<file path="src/rtl/tx_mod_pkg.sv">
// Shared constants, sample type and offset-binary helper for the transmit sample modulator.
package tx_mod_pkg;

  localparam int unsigned DEFAULT_WIDTH      = 13;
  localparam int unsigned DEFAULT_RATE       = 32;
  localparam int unsigned DEFAULT_FIFO_DEPTH = 4;

  localparam int unsigned LFSR_W    = 16;
  localparam logic [15:0] LFSR_SEED = 16'hACE1;
  // Fibonacci taps 16,14,13,11 expressed as a bit mask on lfsr[15:0]
  localparam logic [15:0] LFSR_TAPS = 16'hB400;

  typedef logic signed [DEFAULT_WIDTH-1:0] sample_t;

  // Two's complement to offset binary; the mapping is its own inverse
  function automatic logic [DEFAULT_WIDTH-1:0] to_offset(input sample_t s);
    return {~s[DEFAULT_WIDTH-1], s[DEFAULT_WIDTH-2:0]};
  endfunction

endpackage

</file>
<file path="src/rtl/tx_sample_modulator_if.sv">
// Write-only SPI link from the STM32 into the sample modulator.
interface tx_sample_modulator_if;
  logic sck;
  logic mosi;
  logic nss;

  modport master (output sck, output mosi, output nss);
  modport slave  (input  sck, input  mosi, input  nss);
endinterface

</file>
<file path="src/rtl/tx_sample_fifo.sv">
// Synchronous sample FIFO; a push into a full FIFO succeeds only when a pop frees a slot that cycle.
module tx_sample_fifo
  import tx_mod_pkg::*;
#(
  parameter int unsigned WIDTH = DEFAULT_WIDTH,
  parameter int unsigned DEPTH = DEFAULT_FIFO_DEPTH
) (
  input  logic                   clk,
  input  logic                   rst,
  input  logic                   push,
  input  logic                   pop,
  input  logic [WIDTH-1:0]       wr_data,
  output logic [WIDTH-1:0]       rd_data_c,
  output logic                   full_c,
  output logic                   empty_c,
  output logic                   drop_c,
  output logic [$clog2(DEPTH):0] level
);

  localparam int unsigned PTR_W = $clog2(DEPTH);
  localparam int unsigned LVL_W = PTR_W + 1;

  logic [WIDTH-1:0] mem [DEPTH];
  logic [PTR_W-1:0] wr_ptr;
  logic [PTR_W-1:0] rd_ptr;
  logic             do_push;
  logic             do_pop;

  assign full_c    = (level == LVL_W'(DEPTH));
  assign empty_c   = (level == '0);
  assign do_pop    = pop && !empty_c;
  assign do_push   = push && (!full_c || do_pop);
  assign drop_c    = push && !do_push;
  assign rd_data_c = mem[rd_ptr];

  always_ff @(posedge clk) begin
    if (rst) begin
      wr_ptr <= '0;
      rd_ptr <= '0;
      level  <= '0;
    end else begin
      if (do_push) wr_ptr <= wr_ptr + PTR_W'(1);
      if (do_pop)  rd_ptr <= rd_ptr + PTR_W'(1);
      level <= level + LVL_W'(do_push) - LVL_W'(do_pop);
    end
  end

  // Storage needs no reset; pointers and level define validity
  always_ff @(posedge clk) begin
    if (do_push) mem[wr_ptr] <= wr_data;
  end

endmodule

</file>
<file path="src/rtl/tx_sample_modulator.sv">
// SPI sample receiver, FIFO, RATE-clock sample hold and first-order sigma-delta modulator.
// Optional TX_DITHER_EN adds LFSR dither (one LSB) to the modulator input.
module tx_sample_modulator
  import tx_mod_pkg::*;
#(
  parameter int unsigned WIDTH      = DEFAULT_WIDTH,
  parameter int unsigned RATE       = DEFAULT_RATE,
  parameter int unsigned FIFO_DEPTH = DEFAULT_FIFO_DEPTH
) (
  input  logic                        clk,
  input  logic                        rst,
  tx_sample_modulator_if.slave        spi,
  input  logic                        enable,
  output logic                        sd_out,
  output logic                        underrun,
  output logic                        overflow,
  output logic [$clog2(FIFO_DEPTH):0] fifo_level
);

  localparam int unsigned CNT_W = $clog2(RATE);
  localparam int unsigned BIT_W = $clog2(WIDTH);

  logic [1:0]       sck_sync;
  logic [1:0]       mosi_sync;
  logic [1:0]       nss_sync;
  logic             sck_d;
  logic             sck_rise;
  logic [BIT_W-1:0] bit_cnt;
  logic [WIDTH-2:0] rx_shift;
  logic [WIDTH-1:0] rx_word;
  logic             rx_last;
  logic             rx_push;
  logic [CNT_W-1:0] hold_cnt;
  logic             wrap;
  logic [WIDTH-1:0] held;
  logic [WIDTH-1:0] fifo_rd;
  logic             fifo_full;
  logic             fifo_empty;
  logic             fifo_drop;
  logic [WIDTH-1:0] u;
  logic [WIDTH-1:0] u_mod;
  logic [WIDTH-1:0] acc;
  logic [WIDTH:0]   sum;

  // Two-flop synchronizers, reset to the idle bus state
  always_ff @(posedge clk) begin
    if (rst) begin
      sck_sync  <= 2'b00;
      mosi_sync <= 2'b00;
      nss_sync  <= 2'b11;
      sck_d     <= 1'b0;
    end else begin
      sck_sync  <= {sck_sync[0], spi.sck};
      mosi_sync <= {mosi_sync[0], spi.mosi};
      nss_sync  <= {nss_sync[0], spi.nss};
      sck_d     <= sck_sync[1];
    end
  end

  assign sck_rise = sck_sync[1] && !sck_d;
  assign rx_word  = {rx_shift, mosi_sync[1]};
  assign rx_last  = (bit_cnt == BIT_W'(WIDTH - 1));
  assign rx_push  = sck_rise && !nss_sync[1] && rx_last;

  // Bit receiver; nss high drops any partial word
  always_ff @(posedge clk) begin
    if (rst) begin
      bit_cnt  <= '0;
      rx_shift <= '0;
    end else if (nss_sync[1]) begin
      bit_cnt  <= '0;
    end else if (sck_rise) begin
      rx_shift <= rx_word[WIDTH-2:0];
      bit_cnt  <= rx_last ? '0 : bit_cnt + BIT_W'(1);
    end
  end

  tx_sample_fifo #(
    .WIDTH (WIDTH),
    .DEPTH (FIFO_DEPTH)
  ) u_fifo (
    .clk       (clk),
    .rst       (rst),
    .push      (rx_push),
    .pop       (wrap),
    .wr_data   (rx_word),
    .rd_data_c (fifo_rd),
    .full_c    (fifo_full),
    .empty_c   (fifo_empty),
    .drop_c    (fifo_drop),
    .level     (fifo_level)
  );

  assign wrap = enable && (hold_cnt == CNT_W'(RATE - 1));

  // Sample hold: reload from the FIFO on wrap, mid-scale when idle or starved
  always_ff @(posedge clk) begin
    if (rst) begin
      hold_cnt <= '0;
      held     <= '0;
      underrun <= 1'b0;
      overflow <= 1'b0;
    end else begin
      underrun <= wrap && fifo_empty;
      overflow <= fifo_drop;
      if (!enable) begin
        hold_cnt <= '0;
        held     <= '0;
      end else if (wrap) begin
        hold_cnt <= '0;
        held     <= fifo_empty ? '0 : fifo_rd;
      end else begin
        hold_cnt <= hold_cnt + CNT_W'(1);
      end
    end
  end

  assign u = {~held[WIDTH-1], held[WIDTH-2:0]};

`ifdef TX_DITHER_EN
  logic [LFSR_W-1:0] lfsr;

  always_ff @(posedge clk) begin
    if (rst) lfsr <= LFSR_SEED;
    else     lfsr <= {lfsr[LFSR_W-2:0], ^(lfsr & LFSR_TAPS)};
  end

  // Saturate so full-scale input cannot wrap to zero density
  assign u_mod = (&u) ? u : u + WIDTH'(lfsr[0]);
`else
  assign u_mod = u;
`endif

  assign sum = {1'b0, acc} + {1'b0, u_mod};

  // First-order sigma-delta: carry out of the accumulator is the bitstream
  always_ff @(posedge clk) begin
    if (rst) begin
      acc    <= '0;
      sd_out <= 1'b0;
    end else begin
      acc    <= sum[WIDTH-1:0];
      sd_out <= sum[WIDTH];
    end
  end

endmodule

</file>
<file path="src/flat_wrapper.sv">
// flat-port wrapper written by rule: the top's interface ports become plain ports
module tx_sample_modulator_flat import tx_mod_pkg::*;
#(
  parameter int unsigned WIDTH      = DEFAULT_WIDTH,
  parameter int unsigned RATE       = DEFAULT_RATE,
  parameter int unsigned FIFO_DEPTH = DEFAULT_FIFO_DEPTH
)
  (clk, rst, enable, sd_out, underrun, overflow, fifo_level, spi_sck, spi_mosi, spi_nss);
  tx_sample_modulator_if spi_i ();
  input  logic clk;
  input  logic rst;
  input  logic enable;
  output logic sd_out;
  output logic underrun;
  output logic overflow;
  output logic [$clog2(FIFO_DEPTH):0] fifo_level;
  input wire logic [$bits(spi_i.sck)-1:0] spi_sck;
  input wire logic [$bits(spi_i.mosi)-1:0] spi_mosi;
  input wire logic [$bits(spi_i.nss)-1:0] spi_nss;
  assign spi_i.sck = spi_sck;
  assign spi_i.mosi = spi_mosi;
  assign spi_i.nss = spi_nss;
  tx_sample_modulator #(.WIDTH(WIDTH), .RATE(RATE), .FIFO_DEPTH(FIFO_DEPTH)) u_core (.clk(clk), .rst(rst), .spi(spi_i), .enable(enable), .sd_out(sd_out), .underrun(underrun), .overflow(overflow), .fifo_level(fifo_level));
endmodule
</file>
<file path="config.mk">
export PLATFORM = sky130hd
export DESIGN_NAME = tx_sample_modulator_flat
export DESIGN_NICKNAME = d
export VERILOG_FILES = /design/src/rtl/tx_mod_pkg.sv /design/src/rtl/tx_sample_modulator_if.sv /design/src/rtl/tx_sample_fifo.sv /design/src/rtl/tx_sample_modulator.sv /design/src/flat_wrapper.sv
export SDC_FILE = /design/constraint.sdc
export NUM_CORES = 1
export LEC_CHECK = 0
export BUFFER_PORTS_ARGS = -buffer_cell sky130_fd_sc_hd__buf_2
export CAP_MARGIN = 25
export CORE_ASPECT_RATIO = 1.2
export CORE_MARGIN = 2
export CORE_UTILIZATION = 58
export CTS_BUF_LIST = sky130_fd_sc_hd__clkbuf_16
export DETAILED_ROUTE_END_ITERATION = 6
export PLACE_DENSITY = 0.78
export SYNTH_ARGS = -nofsm -noshare
export SYNTH_HDL_FRONTEND = slang
export SYNTH_SLANG_ARGS = --single-unit
</file>
<file path="constraint.sdc">
create_clock -name clk -period 4.12 [get_ports clk]
set_input_delay 0.206 -clock clk [delete_from_list [all_inputs] [get_ports clk]]
set_output_delay 0.206 -clock clk [all_outputs]
set_load 0.01 [all_outputs]
</file>
== Word level (Yosys, flattened, before mapping) ==
Memory sizes are Yosys's and may differ from the RTL's. A register that Yosys moved wholly into a read port is not among the register bits.
Cells that the tools add are included.
Storage, ports and cells
  register bits after elaboration: 64
  RAM bits: 52
  output and inout bits: 6
  memories kept: 1
Memory list
  u_core.u_fifo.mem: words 4, bits a word 13, read ports 1, clocked after Yosys merged registers in 1, wr ports 1, line tx_sample_fifo.sv:23  | logic [WIDTH-1:0] mem [DEPTH];
Cells by class
  add/subtract/negate cells: 7
  equal/unequal tests: 3
  mux-type cells: 6
  bitwise gates (word level): 3
  reductions and logical operators: 19
Operators with widths (count)
  $add 13x13->14: 1
  $mux 13: 1
  $logic_and 1x1->1: 8
  $add 5x1->5 const B: 1
  $eq 5x5->1 const B: 1
  $logic_not 1->1: 5
  $add 2x1->2 const B: 2
  $add 4x1->4 const B: 1
  $eq 4x4->1 const B: 1
  $mux 2: 2
  $mux 4: 1
  $reduce_or 2->1: 2
  $add 3x1->3: 1
  $eq 3x3->1 const B: 1
  $logic_not 3->1: 1
  $not 1->1: 3
  $reduce_or 3->1: 1
  $sub 3x1->3: 1
  $mux 1: 2
  $reduce_and 2->1: 1
  $logic_or 1x1->1: 1

== Depth between registers and ports, before layout ==
Gate-level depths: netlist of the first run.
  word-level depth: 7
  mapped depth: 16
  mapped depth without buffers: 15

== Hierarchy ==
From an unflattened synthesis of the first run, not the netlist that was laid out.
Second synthesis, totals
  cells, all modules: 397
  area, all modules: 4854.7 um^2
By module, submodules not included
  tx_sample_modulator: times used 1, cells each 281, area each 2478.6 um^2, seq. area each 1141.1 um^2
  tx_sample_fifo: times used 1, cells each 116, area each 2376.0 um^2, seq. area each 1741.7 um^2

== Worst setup path before layout of the first run ==
No wires, ideal clock.
  path type: register -> register
  from: register u_core.hold_cnt[0]
  to: register u_core.u_fifo.level[2]
  arrival: 2.500 ns
  setup slack: 1.493 ns
  stages on the path, launching flop included: 17
  clock period less this slack: 2.627 ns
  cell sequence: dfxtp_1 ha_1 and3_1 ha_1 nand2_1 nand3_1 and3_1 buf_2 inv_1 ha_1 inv_1 ha_1 inv_1 fa_1 xor2_1 xnor2_1 nor2_1
Between the ends
  word-level cells in the longest chain between the ends: 7
Ends and longest elaborated chain
  start, declared: line tx_sample_modulator.sv:33  | logic [CNT_W-1:0] hold_cnt;
  start signal, assigned: line tx_sample_modulator.sv:113  | hold_cnt <= hold_cnt + CNT_W'(1);
  $eq 5x5->1 (*): line tx_sample_modulator.sv:94  | assign wrap = enable && (hold_cnt == CNT_W'(RATE - 1));
  $logic_and 1x1->1 (*): line tx_sample_modulator.sv:94
  $logic_and 1x1->1 (*): line tx_sample_fifo.sv:31  | assign do_pop = pop && !empty_c;
  $logic_or 1x1->1: line tx_sample_fifo.sv:32  | assign do_push = push && (!full_c || do_pop);
  $logic_and 1x1->1: line tx_sample_fifo.sv:32
  $add 3x1->3: line tx_sample_fifo.sv:44  | level <= level + LVL_W'(do_push) - LVL_W'(do_pop);
  $sub 3x1->3 (*): line tx_sample_fifo.sv:44
  end signal, assigned: line tx_sample_fifo.sv:44
  end, declared: line tx_sample_fifo.sv:17  | output logic [$clog2(DEPTH):0] level
Mark *: on every way between the ends. The rest lies on a longest branch, timed or not.
A chain may end at the register's enable or synchronous reset.

== Worst setup path in the final report of the first run ==
Same ends and word-level chain as after synthesis.

==> results of run 1 <==
==> worst max-delay path: cells and delay by family, from the launching register on <==
| kind | cells | cell delay [ns] |
|---|---|---|
| simple gates | 5 | 0.83 |
| flops | 1 | 0.36 |
| buf+inv | 3 | 0.20 |
| fa+ha+maj | 5 | 1.38 |
| xor+xnor | 2 | 0.30 |
==> state kept, by name (all words and copies together), names as in the netlist, named ones only <==
register              flops
u_core.underrun           1
u_core.u_fifo.mem        52
u_core.mosi_sync          2
u_core.u_fifo.wr_ptr      2
u_core.u_fifo.level       3
u_core.sck_d              1
u_core.bit_cnt            4
u_core.held              13
u_core.sck_sync           2
u_core.rx_shift          12
u_core.sd_out             1
u_core.hold_cnt           5
u_core.acc               13
u_core.nss_sync           2
u_core.u_fifo.rd_ptr      2
u_core.overflow           1
==> area by class of cell <==
type,count,area share (%)
flip-flops and latches,118,53.5
multi-input cells,225,31.9
clock buffers,19,8.82
well taps,92,2.14
clock inverters,13,1.56
repair buffers,13,1.35
inverters,10,0.697
==> cell families after synthesis <==
logic type	Yosys count	synth area share (%)
flip-flops	118	61.4
buffers and inverters	23	1.97
multiplexers	16	6.93
adder cells (fa/ha/maj)	25	6.98
XOR/XNOR	17	3.17
AND/OR/NAND/NOR	112	11.4
AO/OA/AOI/OAI	55	8.21
==> metrics by stage <==
stage,power (W),util (%)
2_1_floorplan,0.00126,-
3_3_place_gp,0.00127,62.2
3_5_place_dp,0.00127,62.2
4_1_cts,0.00263,69.5
5_1_grt,0.00269,69.5
6_report,0.00261,69.5
==> per-layer routing <==
layer	share of wire [%]	track usage, %	vias up	wire length, um
li1	-	-	1356	-
met1	41	23.8	1364	3440
met2	55	39.8	35	4580
met3	2.9	6.24	8	244
met4	1.2	7.69	0	103
met5	0	0	-	0
==> how the worst min path moves through the flow <==
stage | from | to
4_1_cts | spi_mosi | u_core.mosi_sync[0]
2_1_floorplan | spi_nss | u_core.nss_sync[0]
3_3_place_gp | spi_nss | u_core.nss_sync[0]
6_report | spi_mosi | u_core.mosi_sync[0]
5_1_grt | spi_mosi | u_core.mosi_sync[0]
3_5_place_dp | spi_nss | u_core.nss_sync[0]
==> what timing repair did <==
item,CTS,global route
endpoints found under the hold margin,1,0
hold buffers,1,0
gates resized for setup,0,0
==> power by group through the flow <==
stage / logic (W) / clock network [W] / registers [W]
after floorplan: 0.0000172 / 0 / 0.00124
after global placement: 0.0000238 / 0 / 0.00124
after detailed placement: 0.0000245 / 0 / 0.00124
after CTS: 0.0000256 / 0.00138 / 0.00122
after global routing: 0.0000282 / 0.00144 / 0.00122
final: 0.0000250 / 0.00137 / 0.00122
==> cell usage in the layout (no fill, tap or decap), drive strengths merged, types with 2 or more instances in the layout <==
master,n
a211oi,6
ha,23
nor3,7
dfxtp,66
nor2b,15
o21ai,4
buf,12
nor2,33
a21oi,21
and2,7
edfxtp,52
a22o,8
and3,4
mux4,13
a21o,5
nand3,4
fa,2
clkbuf,19
o21bai,2
xnor2,10
xor2,7
nand2,31
nand2b,3
clkinv,6
mux2,2
inv,16
or2,3
==> reports/summary.txt, run 1 <==
status - finished, final reports clean
CTS Buffer Depth - 2
Seq/Total Area, Yosys - 61.4%
PwrDens - 485 nW/um2
critical path class - register to register
CP Capture Point - u_core.u_fifo.level[2]
syn_nets - 397
Final Skew - 0.00767 ns
WL/cell - 17.1 um
Placement Setup Slack - 0.973 ns
Cells after DPL - 457
# fillers - 510
combinational share of power - 1.0%
most common cell in the netlist - dfxtp_1
CTS Buf Count - 17
Cell Count, Final, Fillers Out - 490
power share of the sequential group - 46.7%
RSZ-0062 raised after global routing - no
setup TNS - 0 ns
Ant. Diodes - 0
Critical path origin - u_core.hold_cnt[0]
DR DRC count - 0
Synth cell types - 45
IO Count - 12
CP Data Arrival Time - 3.47 ns
die area - 8840 um2
Worst path most repeated cell - ha_1
worst-skew pair later-pin latency - 0.40 ns
fin. max-slew vios - 0
dpl hpwl - 5040 um
CP Cell Sequence - ha_1 > and3_1 > ha_1 > nand2_1 > nand3_1 > and3_1 > inv_1 > ha_1 > inv_1 > ha_1 > inv_1 > fa_1 > xor2_1 > xnor2_1 > nor2_1
Post-synth EDFFs - 52
Avg Cell Area, Syn - 12.8 um2
register area - 2880 um2
R2R Path Start - u_core.hold_cnt[0]
Die Y - 103 um
antenna violations before repair - 0
slowest CP cell - ha_1
Synth Register Bits - 118
ratio of cells with drive above 1 in the final layout - 14.8%
vias in the first global route - 2868
area of the multi-input gates - 1720 um2
Syn-to-layout area delta - 14.7%
switching power - 0.000504 W
Via density - 5.64
Largest stage delay, worst path - 0.38 ns
Post-synth top cells - dfxtp_1, edfxtp_1, nor2_1
# setup viols final - 0
CTS sink count - 118
die width - 86.2 um
RR Endpoint - u_core.u_fifo.level[2]
Hold Crit Class - input pin to register
Post-synth ARST share - 0%
worst hold margin - 0.0189 ns
Hold Violations, Final - 0
CP max FO - 11
# port buffers - 11
Pint - 0.00211 W
final WL - 8370 um
Leak Pwr - 2.06 nW
flop2flop setup slack - 0.92 ns
total global routing overflow - 0
# rows - 35
clk root buf - clkbuf_16
DP Area - 4820 um2
wire length of the first global-routing pass - 14100 um
Tmin final - 3.20 ns
max_cap viols - 0
post-route cell area - 5390 um2
TritonCTS clock tree - done
Ys Warns - 0
Starting Density - 60.6%
post-CTS setup buffers - 0
core box area - 7750 um2
GP Congestion - 0.841
Peak VDD IR - 0.330 mV
Sw Ratio - 19.3%
max_slew headroom - 36.8%
DR iter-0 viols - 108
Synth top area share - 33.2%
period utilization - 77.7%
largest net degree at the start of global routing - 50
Post-synth top flop - dfxtp_1
R2R cell count - 15
post-synth top area cell - edfxtp_1
part of the power in the clock network - 52.3%
H-tree levels - 4
Critical Path RT - 4.39 ns
Vias - 2763
Slew @ Worst Pin - 0.941 ns
Peak Freq - 0.312 GHz
Synth area leaders - edfxtp_1, dfxtp_1, mux4_2, ha_1, nor2_1
Post-Syn Area - 4700 um2
Clk pin slew, worst setup/hold paths - 0.05 ns
hold path cells - 2
Gate Count Post-Synth - 366
Tot GR Track Use - 21.6%
setup ws final - 0.918 ns
Worst Setup End Kind - register
Post-DRT Antenna Nets - 0
Pre-antenna DRT Iters - 4
Worst setup SP type - register
Nets - 416
Power figures use the tool's default switching activity.
==> inputs of run 2 (changes only) <==
--- a/config.mk
+++ b/config.mk
@@ -9,10 +9,10 @@
 export CAP_MARGIN = 25
 export CORE_ASPECT_RATIO = 1.2
 export CORE_MARGIN = 2
-export CORE_UTILIZATION = 58
+export CORE_UTILIZATION = 55
 export CTS_BUF_LIST = sky130_fd_sc_hd__clkbuf_16
 export DETAILED_ROUTE_END_ITERATION = 6
-export PLACE_DENSITY = 0.78
+export PLACE_DENSITY = 0.77
 export SYNTH_ARGS = -nofsm -noshare
 export SYNTH_HDL_FRONTEND = slang
 export SYNTH_SLANG_ARGS = --single-unit
==> constraint.sdc (replaced) <==
create_clock -name clk -period 2.6 [get_ports clk]
set_input_delay 0.13 -clock clk [delete_from_list [all_inputs] [get_ports clk]]
set_output_delay 0.13 -clock clk [all_outputs]
set_load 0.01 [all_outputs]
==> reports/summary.txt, run 2 (synthesis results as in run 1) <==
Final Skew - 0.00664 ns (was 0.00767 ns)
Top Registers - u_core.u_fifo.mem: 52 flops, u_core.acc: 13 flops, u_core.held: 13 flops (unchanged)
Cells after DPL - 490 (was 457)
Tmin final - 2.48 ns (was 3.20 ns)
Post-DRT Antenna Nets - 0 (unchanged)
Cell Count, Final, Fillers Out - 529 (was 490)
clk root buf - clkbuf_16 (unchanged)
wire length of the first global-routing pass - 13500 um (was 14100 um)
worst-skew pair later-pin latency - 0.40 ns (about the same)
period utilization - 95.2% (was 77.7%)
Die Y - 105 um (was 103 um)
max_slew headroom - 35.6% (was 36.8%)
Ant. Diodes - 0 (unchanged)
Hold Crit Class - input pin to register (unchanged)
setup TNS - 0 ns (unchanged)
GP Congestion - 0.782 (was 0.841)
vias in the first global route - 2894 (was 2868)
Peak VDD IR - 0.464 mV (was 0.330 mV)
core box area - 8200 um2 (was 7750 um2)
Worst Setup End Kind - register (unchanged)
critical path class - register to register (unchanged)
CTS Buffer Depth - 2 (unchanged)
IO Count - 12 (unchanged)
worst hold margin - 0.0707 ns (was 0.0189 ns)
ratio of cells with drive above 1 in the final layout - 20.7% (was 14.8%)
# fillers - 564 (was 510)
Peak Freq - 0.404 GHz (was 0.312 GHz)
slowest CP cell - fa_2 (was ha_1)
R2R Path Start - u_core.hold_cnt[1] (was u_core.hold_cnt[0])
Via density - 5.37 (was 5.64)
dpl hpwl - 5250 um (was 5040 um)
max FFs per register - 52 (unchanged)
TritonCTS clock tree - done (unchanged)
fin. max-slew vios - 0 (unchanged)
max_cap viols - 0 (unchanged)
PwrDens - 754 nW/um2 (was 485 nW/um2)
Slew @ Worst Pin - 0.959 ns (was 0.941 ns)
DR iter-0 viols - 101 (was 108)
CP Data Arrival Time - 2.76 ns (was 3.47 ns)
CP max FO - 3 (was 11)
R2R cell count - 15 (unchanged)
Starting Density - 57.3% (was 60.6%)
flop2flop setup slack - 0.12 ns (was 0.92 ns)
# port buffers - 11 (unchanged)
leading cell type in the layout, fill and taps excluded - dfxtp_1 (unchanged)
Hold Path End - u_core.underrun (was u_core.mosi_sync[0])
CTS Buf Count - 17 (unchanged)
Worst setup SP type - register (unchanged)
CTS sink count - 118 (unchanged)
CP Cell Sequence - ha_4 > and3_4 > ha_4 > nand2_4 > nand3_2 > and3_4 > inv_2 > ha_4 > inv_1 > ha_2 > inv_2 > fa_2 > xor2_1 > xnor2_1 > nor2_1 (was ha_1 > and3_1 > ha_1 > nand2_1 > nand3_1 > and3_1 > inv_1 > ha_1 > inv_1 > ha_1 > inv_1 > fa_1 > xor2_1 > xnor2_1 > nor2_1)
final WL - 8290 um (was 8370 um)
WL/cell - 15.7 um (was 17.1 um)
H-tree levels - 4 (unchanged)
RR Endpoint - u_core.u_fifo.level[2] (unchanged)
die area - 9300 um2 (was 8840 um2)
Clk pin slew, worst setup/hold paths - 0.05 ns (about the same)
Critical Path RT - 2.89 ns (was 4.39 ns)
hold path cells - 2 (unchanged)
Tot GR Track Use - 19.2% (was 21.6%)
Nets - 433 (was 416)
most frequent cells in the layout - dfxtp_1, edfxtp_1, nor2_1 (unchanged)
# setup viols final - 0 (unchanged)
Vias - 2842 (was 2763)
antenna violations before repair - 0 (unchanged)
total global routing overflow - 0 (unchanged)
Reg with most FFs - u_core.u_fifo.mem (unchanged)
fin util - 68.8% (was 69.5%)
Hold Violations, Final - 0 (unchanged)
RSZ-0062 raised after global routing - no (unchanged)
status - finished, final reports clean (unchanged)
Pre-antenna DRT Iters - 4 (unchanged)
Largest stage delay, worst path - 0.35 ns (was 0.38 ns)
largest net degree at the start of global routing - 27 (was 50)
Worst path most repeated cell - ha_4 (was ha_1)
die width - 88.4 um (was 86.2 um)
Leak Pwr - 2.16 nW (was 2.06 nW)
# rows - 36 (was 35)
Syn-to-layout area delta - 20.1% (was 14.7%)
DR DRC count - 0 (unchanged)
HP Start - enable (was spi_mosi)
## run 2: cell types whose count changed in the layout (fill, tap and decap cells not counted), sizes merged
cell | before | now
bufinv | 1 | 2
buf | 12 | 27
clkinv | 6 | 5
dlygate4sd3 | 1 | 3
## run 2: worst max-delay path, delay by kind of cell, from the launching register on
kind	cells	cell delay (ns)
AND/OR/NAND/NOR	5	0.56
XOR/XNOR	2	0.31
buffers and inverters	3	0.15
adder cells (fa/ha/maj)	5	1.02
flip-flops	1	0.33
## run 2: per-layer routing
| layer | share of wire (%) | GRT usage [%] |
|---|---|---|
| met2 | 54 | 32.2 |
| met1 | 42 | 22.8 |
| met3 | 2.9 | 5.95 |
| met4 | 1.2 | 7.58 |
| met5 | 0 | 0 |
## run 2: worst max path at each step
stage,from,endpoint,cells after the start
2_1_floorplan,u_core.hold_cnt[0],u_core.u_fifo.level[2],16
3_3_place_gp,u_core.hold_cnt[0],u_core.u_fifo.level[2],15
3_5_place_dp,u_core.hold_cnt[0],u_core.u_fifo.level[2],15
4_1_cts,u_core.hold_cnt[0],u_core.u_fifo.level[2],15
5_1_grt,u_core.hold_cnt[1],u_core.u_fifo.level[2],15
6_report,u_core.hold_cnt[1],u_core.u_fifo.level[2],15
## run 2: power by group
group	internal [W]	total, W	switching [W]
logic	0.0000201	0.0000484	0.0000284
clock network	0.00150	0.00227	0.000774
registers	0.00193	0.00194	0.00000458
total	0.00345	0.00425	0.000807
## run 2: cell type report
cell class	instances	area (um2)	area share [%]
repair buffers	30	205	3.64
multi-input cells	225	1790	31.7
clock inverters	13	110	1.95
inverters	10	37.5	0.665
flip-flops and latches	118	2890	51.1
well taps	114	143	2.53
clock buffers	19	475	8.43
## run 2: metrics by stage
step                      total power, W  instance area, um2  setup WS (ns)
after detailed placement         0.00202                4930        -0.0323
after floorplan                  0.00200                4700         0.0178
after CTS                        0.00428                5570        0.00791
after global placement           0.00201                4930         0.0629
after global routing             0.00439                5640        0.00423
final                            0.00425                5640          0.124
## run 2: repair_timing
| action | CTS | global route |
|---|---|---|
| hold buffers | 3 | 0 |
| resized for setup | 5 | 9 |
| pin swaps | 2 | 7 |
| endpoints found under the setup margin | 1 | 1 |
| gates cloned | 0 | 0 |
| setup buffers | 0 | 4 |
| endpoints found under the hold margin | 3 | 0 |
==> inputs of run 3 (changes only) <==
--- a/config.mk
+++ b/config.mk
@@ -5,14 +5,15 @@
 export SDC_FILE = /design/constraint.sdc
 export NUM_CORES = 1
 export LEC_CHECK = 0
+export ABC_AREA = 1
 export BUFFER_PORTS_ARGS = -buffer_cell sky130_fd_sc_hd__buf_2
 export CAP_MARGIN = 25
 export CORE_ASPECT_RATIO = 1.2
 export CORE_MARGIN = 2
-export CORE_UTILIZATION = 55
+export CORE_UTILIZATION = 56
 export CTS_BUF_LIST = sky130_fd_sc_hd__clkbuf_16
 export DETAILED_ROUTE_END_ITERATION = 6
-export PLACE_DENSITY = 0.77
+export PLACE_DENSITY = 0.78
 export SYNTH_ARGS = -nofsm -noshare
 export SYNTH_HDL_FRONTEND = slang
 export SYNTH_SLANG_ARGS = --single-unit
==> reports/summary.txt, run 3 <==
Gate Count Post-Synth - 551 (was 366)
wire length of the first global-routing pass - 15900 um (was 13500 um)
hold path cells - 2 (unchanged)
CP Data Arrival Time - 2.78 ns (was 2.76 ns)
Slew @ Worst Pin - 0.457 ns (was 0.959 ns)
Tot GR Track Use - 21.5% (was 19.2%)
H-tree levels - 4 (unchanged)
Hold Violations, Final - 0 (unchanged)
Hold Crit Class - input pin to register (unchanged)
antenna violations before repair - 0 (unchanged)
Post-synth ARST share - 0% (unchanged)
clk root buf - clkbuf_16 (unchanged)
Power Total - 0.00439 W (was 0.00425 W)
GP Congestion - 0.852 (was 0.782)
Syn-to-layout area delta - 18.5% (was 20.1%)
WL/cell - 13.9 um (was 15.7 um)
critical path class - register to register (unchanged)
Post-synth top cells - nand2_1, nor2_1, dfxtp_1 (was dfxtp_1, edfxtp_1, nor2_1)
Leak Pwr - 2.55 nW (was 2.16 nW)
R2R cell count - 15 (unchanged)
status - finished, final reports clean (unchanged)
Starting Density - 58.1% (was 57.3%)
CTS Buffer Depth - 2 (unchanged)
switching power - 0.000851 W (was 0.000807 W)
dpl hpwl - 6050 um (was 5250 um)
Critical Path RT - 2.89 ns (about the same)
max_slew headroom - 69.5% (was 35.6%)
DR iter-0 viols - 190 (was 101)
largest net degree at the start of global routing - 28 (was 27)
Die Y - 108 um (was 105 um)
die width - 90.3 um (was 88.4 um)
Vias - 3665 (was 2842)
syn_nets - 582 (was 397)
Pint - 0.00354 W (was 0.00345 W)
Ys Warns - 0 (unchanged)
Top Registers - u_core.u_fifo.mem: 52 flops, u_core.acc: 13 flops, u_core.held: 13 flops (unchanged)
Worst setup SP type - register (unchanged)
PwrDens - 741 nW/um2 (was 754 nW/um2)
power share of the sequential group - 44.3% (was 45.5%)
# rows - 37 (was 36)
setup TNS - 0 ns (unchanged)
Post-DRT Antenna Nets - 0 (unchanged)
combinational share of power - 1.2% (was 1.1%)
fin util - 68.9% (was 68.8%)
Final Skew - 0.00641 ns (was 0.00664 ns)
Synth top area share - 31.2% (was 33.2%)
Nets - 613 (was 433)
Ant. Diodes - 0 (unchanged)
Synth area leaders - edfxtp_1, dfxtp_1, nand2_1, ha_1, nor2_1 (was edfxtp_1, dfxtp_1, mux4_2, ha_1, nor2_1)
most common cell in the netlist - nand2_1 (was dfxtp_1)
flop2flop setup slack - 0.11 ns (was 0.12 ns)
worst-skew pair later-pin latency - 0.41 ns (was 0.40 ns)
part of the power in the clock network - 54.5% (was 53.4%)
leading cell type in the layout, fill and taps excluded - nand2_1 (was dfxtp_1)
Synth Register Bits - 118 (unchanged)
Post-synth EDFFs - 52 (unchanged)
CTS sink count - 118 (unchanged)
die area - 9710 um2 (was 9300 um2)
CP Capture Point - u_core.u_fifo.level[2] (unchanged)
Peak Freq - 0.401 GHz (was 0.404 GHz)
Peak VDD IR - 0.672 mV (was 0.464 mV)
period utilization - 95.8% (was 95.2%)
vias in the first global route - 3518 (was 2894)
Worst Setup End Kind - register (unchanged)
Synth cell types - 32 (was 45)
Pre-antenna DRT Iters - 5 (was 4)
core box area - 8610 um2 (was 8200 um2)
final WL - 9910 um (was 8290 um)
CP max FO - 3 (unchanged)
max_cap viols - 0 (unchanged)
DR DRC count - 0 (unchanged)
TritonCTS clock tree - done (unchanged)
total global routing overflow - 0 (unchanged)
Post-synth top flop - dfxtp_1 (unchanged)
Seq/Total Area, Yosys - 57.6% (was 61.4%)
ratio of cells with drive above 1 in the final layout - 12.8% (was 20.7%)
Critical path origin - u_core.hold_cnt[1] (unchanged)
post-synth top area cell - edfxtp_1 (unchanged)
Clk pin slew, worst setup/hold paths - 0.05 ns (about the same)
Sw Ratio - 19.4% (was 19.0%)
max FFs per register - 52 (unchanged)
Tmin final - 2.49 ns (was 2.48 ns)
Post-Syn Area - 5000 um2 (was 4700 um2)
# port buffers - 11 (unchanged)
Via density - 5.15 (was 5.37)
R2R Path Start - u_core.hold_cnt[1] (unchanged)
IO Count - 12 (unchanged)
CTS Buf Count - 17 (unchanged)
RR Endpoint - u_core.u_fifo.level[2] (unchanged)
Reg with most FFs - u_core.u_fifo.mem (unchanged)
Avg Cell Area, Syn - 9.08 um2 (was 12.8 um2)
# fillers - 638 (was 564)
fin. max-slew vios - 0 (unchanged)
most frequent cells in the layout - nand2_1, nor2_1, dfxtp_1 (was dfxtp_1, edfxtp_1, nor2_1)
# setup viols final - 0 (unchanged)
run 3: changes by cell type in the layout (fill, tap and decap cells not counted), sizes merged, moves of 6 or more:
cell    before  now
nand2       31  129
inv         16   62
nand3        4   48
nor2        33   73
o21ai        4   27
nor2b       15    0
mux4        13    0
a21oi       21   33
xnor2       10    1
a22o         8    0
and2         7    0
a211oi       6    0
run 3: cell type report:
type                    count  area [um2]  share of cell area [%]
clock inverters            15         185                    3.12
flip-flops and latches    118        2890                    48.7
well taps                 117         146                    2.47
multi-input cells         355        1860                    31.4
repair buffers             28         190                    3.21
clock buffers              17         425                    7.17
inverters                  62         233                    3.92
run 3: worst min path at each step:
stage / start / endpoint / slack, ns
final: rst / u_core.sck_sync[0] / 0.1
after floorplan: spi_nss / u_core.nss_sync[0] / 0.23
after global placement: spi_nss / u_core.nss_sync[0] / 0.31
after CTS: rst / u_core.acc[0] / 0.10
after detailed placement: spi_nss / u_core.nss_sync[0] / 0.32
after global routing: rst / u_core.u_fifo.level[0] / 0.12
run 3: cell families after synthesis:
group / count (synthesis) / share of synthesized area, %
XOR/XNOR: 3 / 0.525
adder cells (fa/ha/maj): 25 / 6.55
AND/OR/NAND/NOR: 262 / 22.1
buffers and inverters: 78 / 6.35
AO/OA/AOI/OAI: 65 / 6.90
flip-flops: 118 / 57.6
run 3: power groups by stage:
stage               Sequential, W  Clock, W  Combinational (W)
floorplan                 0.00198         0          0.0000320
CTS                       0.00194   0.00240          0.0000518
global route              0.00194   0.00249          0.0000613
global placement          0.00198         0          0.0000448
finish                    0.00194   0.00239          0.0000545
detailed placement        0.00198         0          0.0000464
run 3: metrics by stage:
step           instance area [um2]  hold WS (ns)  std cells  setup slack, ns
3_3_place_gp                  5200         0.313        674            0.150
3_5_place_dp                  5200         0.318        674          -0.0118
6_report                      5930        0.0992        712            0.109
4_1_cts                       5850         0.104        709           0.0177
5_1_grt                       5930         0.124        712          -0.0412
2_1_floorplan                 5000         0.234        551           0.0908
run 3: worst max-delay path, cell delays in order, from the launching register on:
cell and delay, ns:
dfxtp_2 0.35, ha_4 0.14, nand2_2 0.05, nor2_1 0.13
ha_2 0.21, nand2_4 0.08, nand3_4 0.07, nand3_2 0.10
ha_4 0.23, inv_1 0.05, ha_2 0.17, inv_2 0.04
fa_2 0.37, xor2_2 0.16, o21ai_1 0.16, a21oi_1 0.06
run 3: per-layer routing:
metal | global-route usage, % | wire (um)
met1 | 24.2 | 4160
met4 | 10.4 | 148
met2 | 37.3 | 5180
met5 | 0 | 0
met3 | 6.65 | 420
run 3: what timing repair did:
item | in CTS | in global routing
buffers inserted | 0 | 3
gates cloned | 0 | 0
endpoints found under the hold margin | 3 | 0
pin swaps | 0 | 9
hold buffers | 3 | 0
gates resized for setup | 3 | 13
endpoints found under the setup margin | 1 | 1
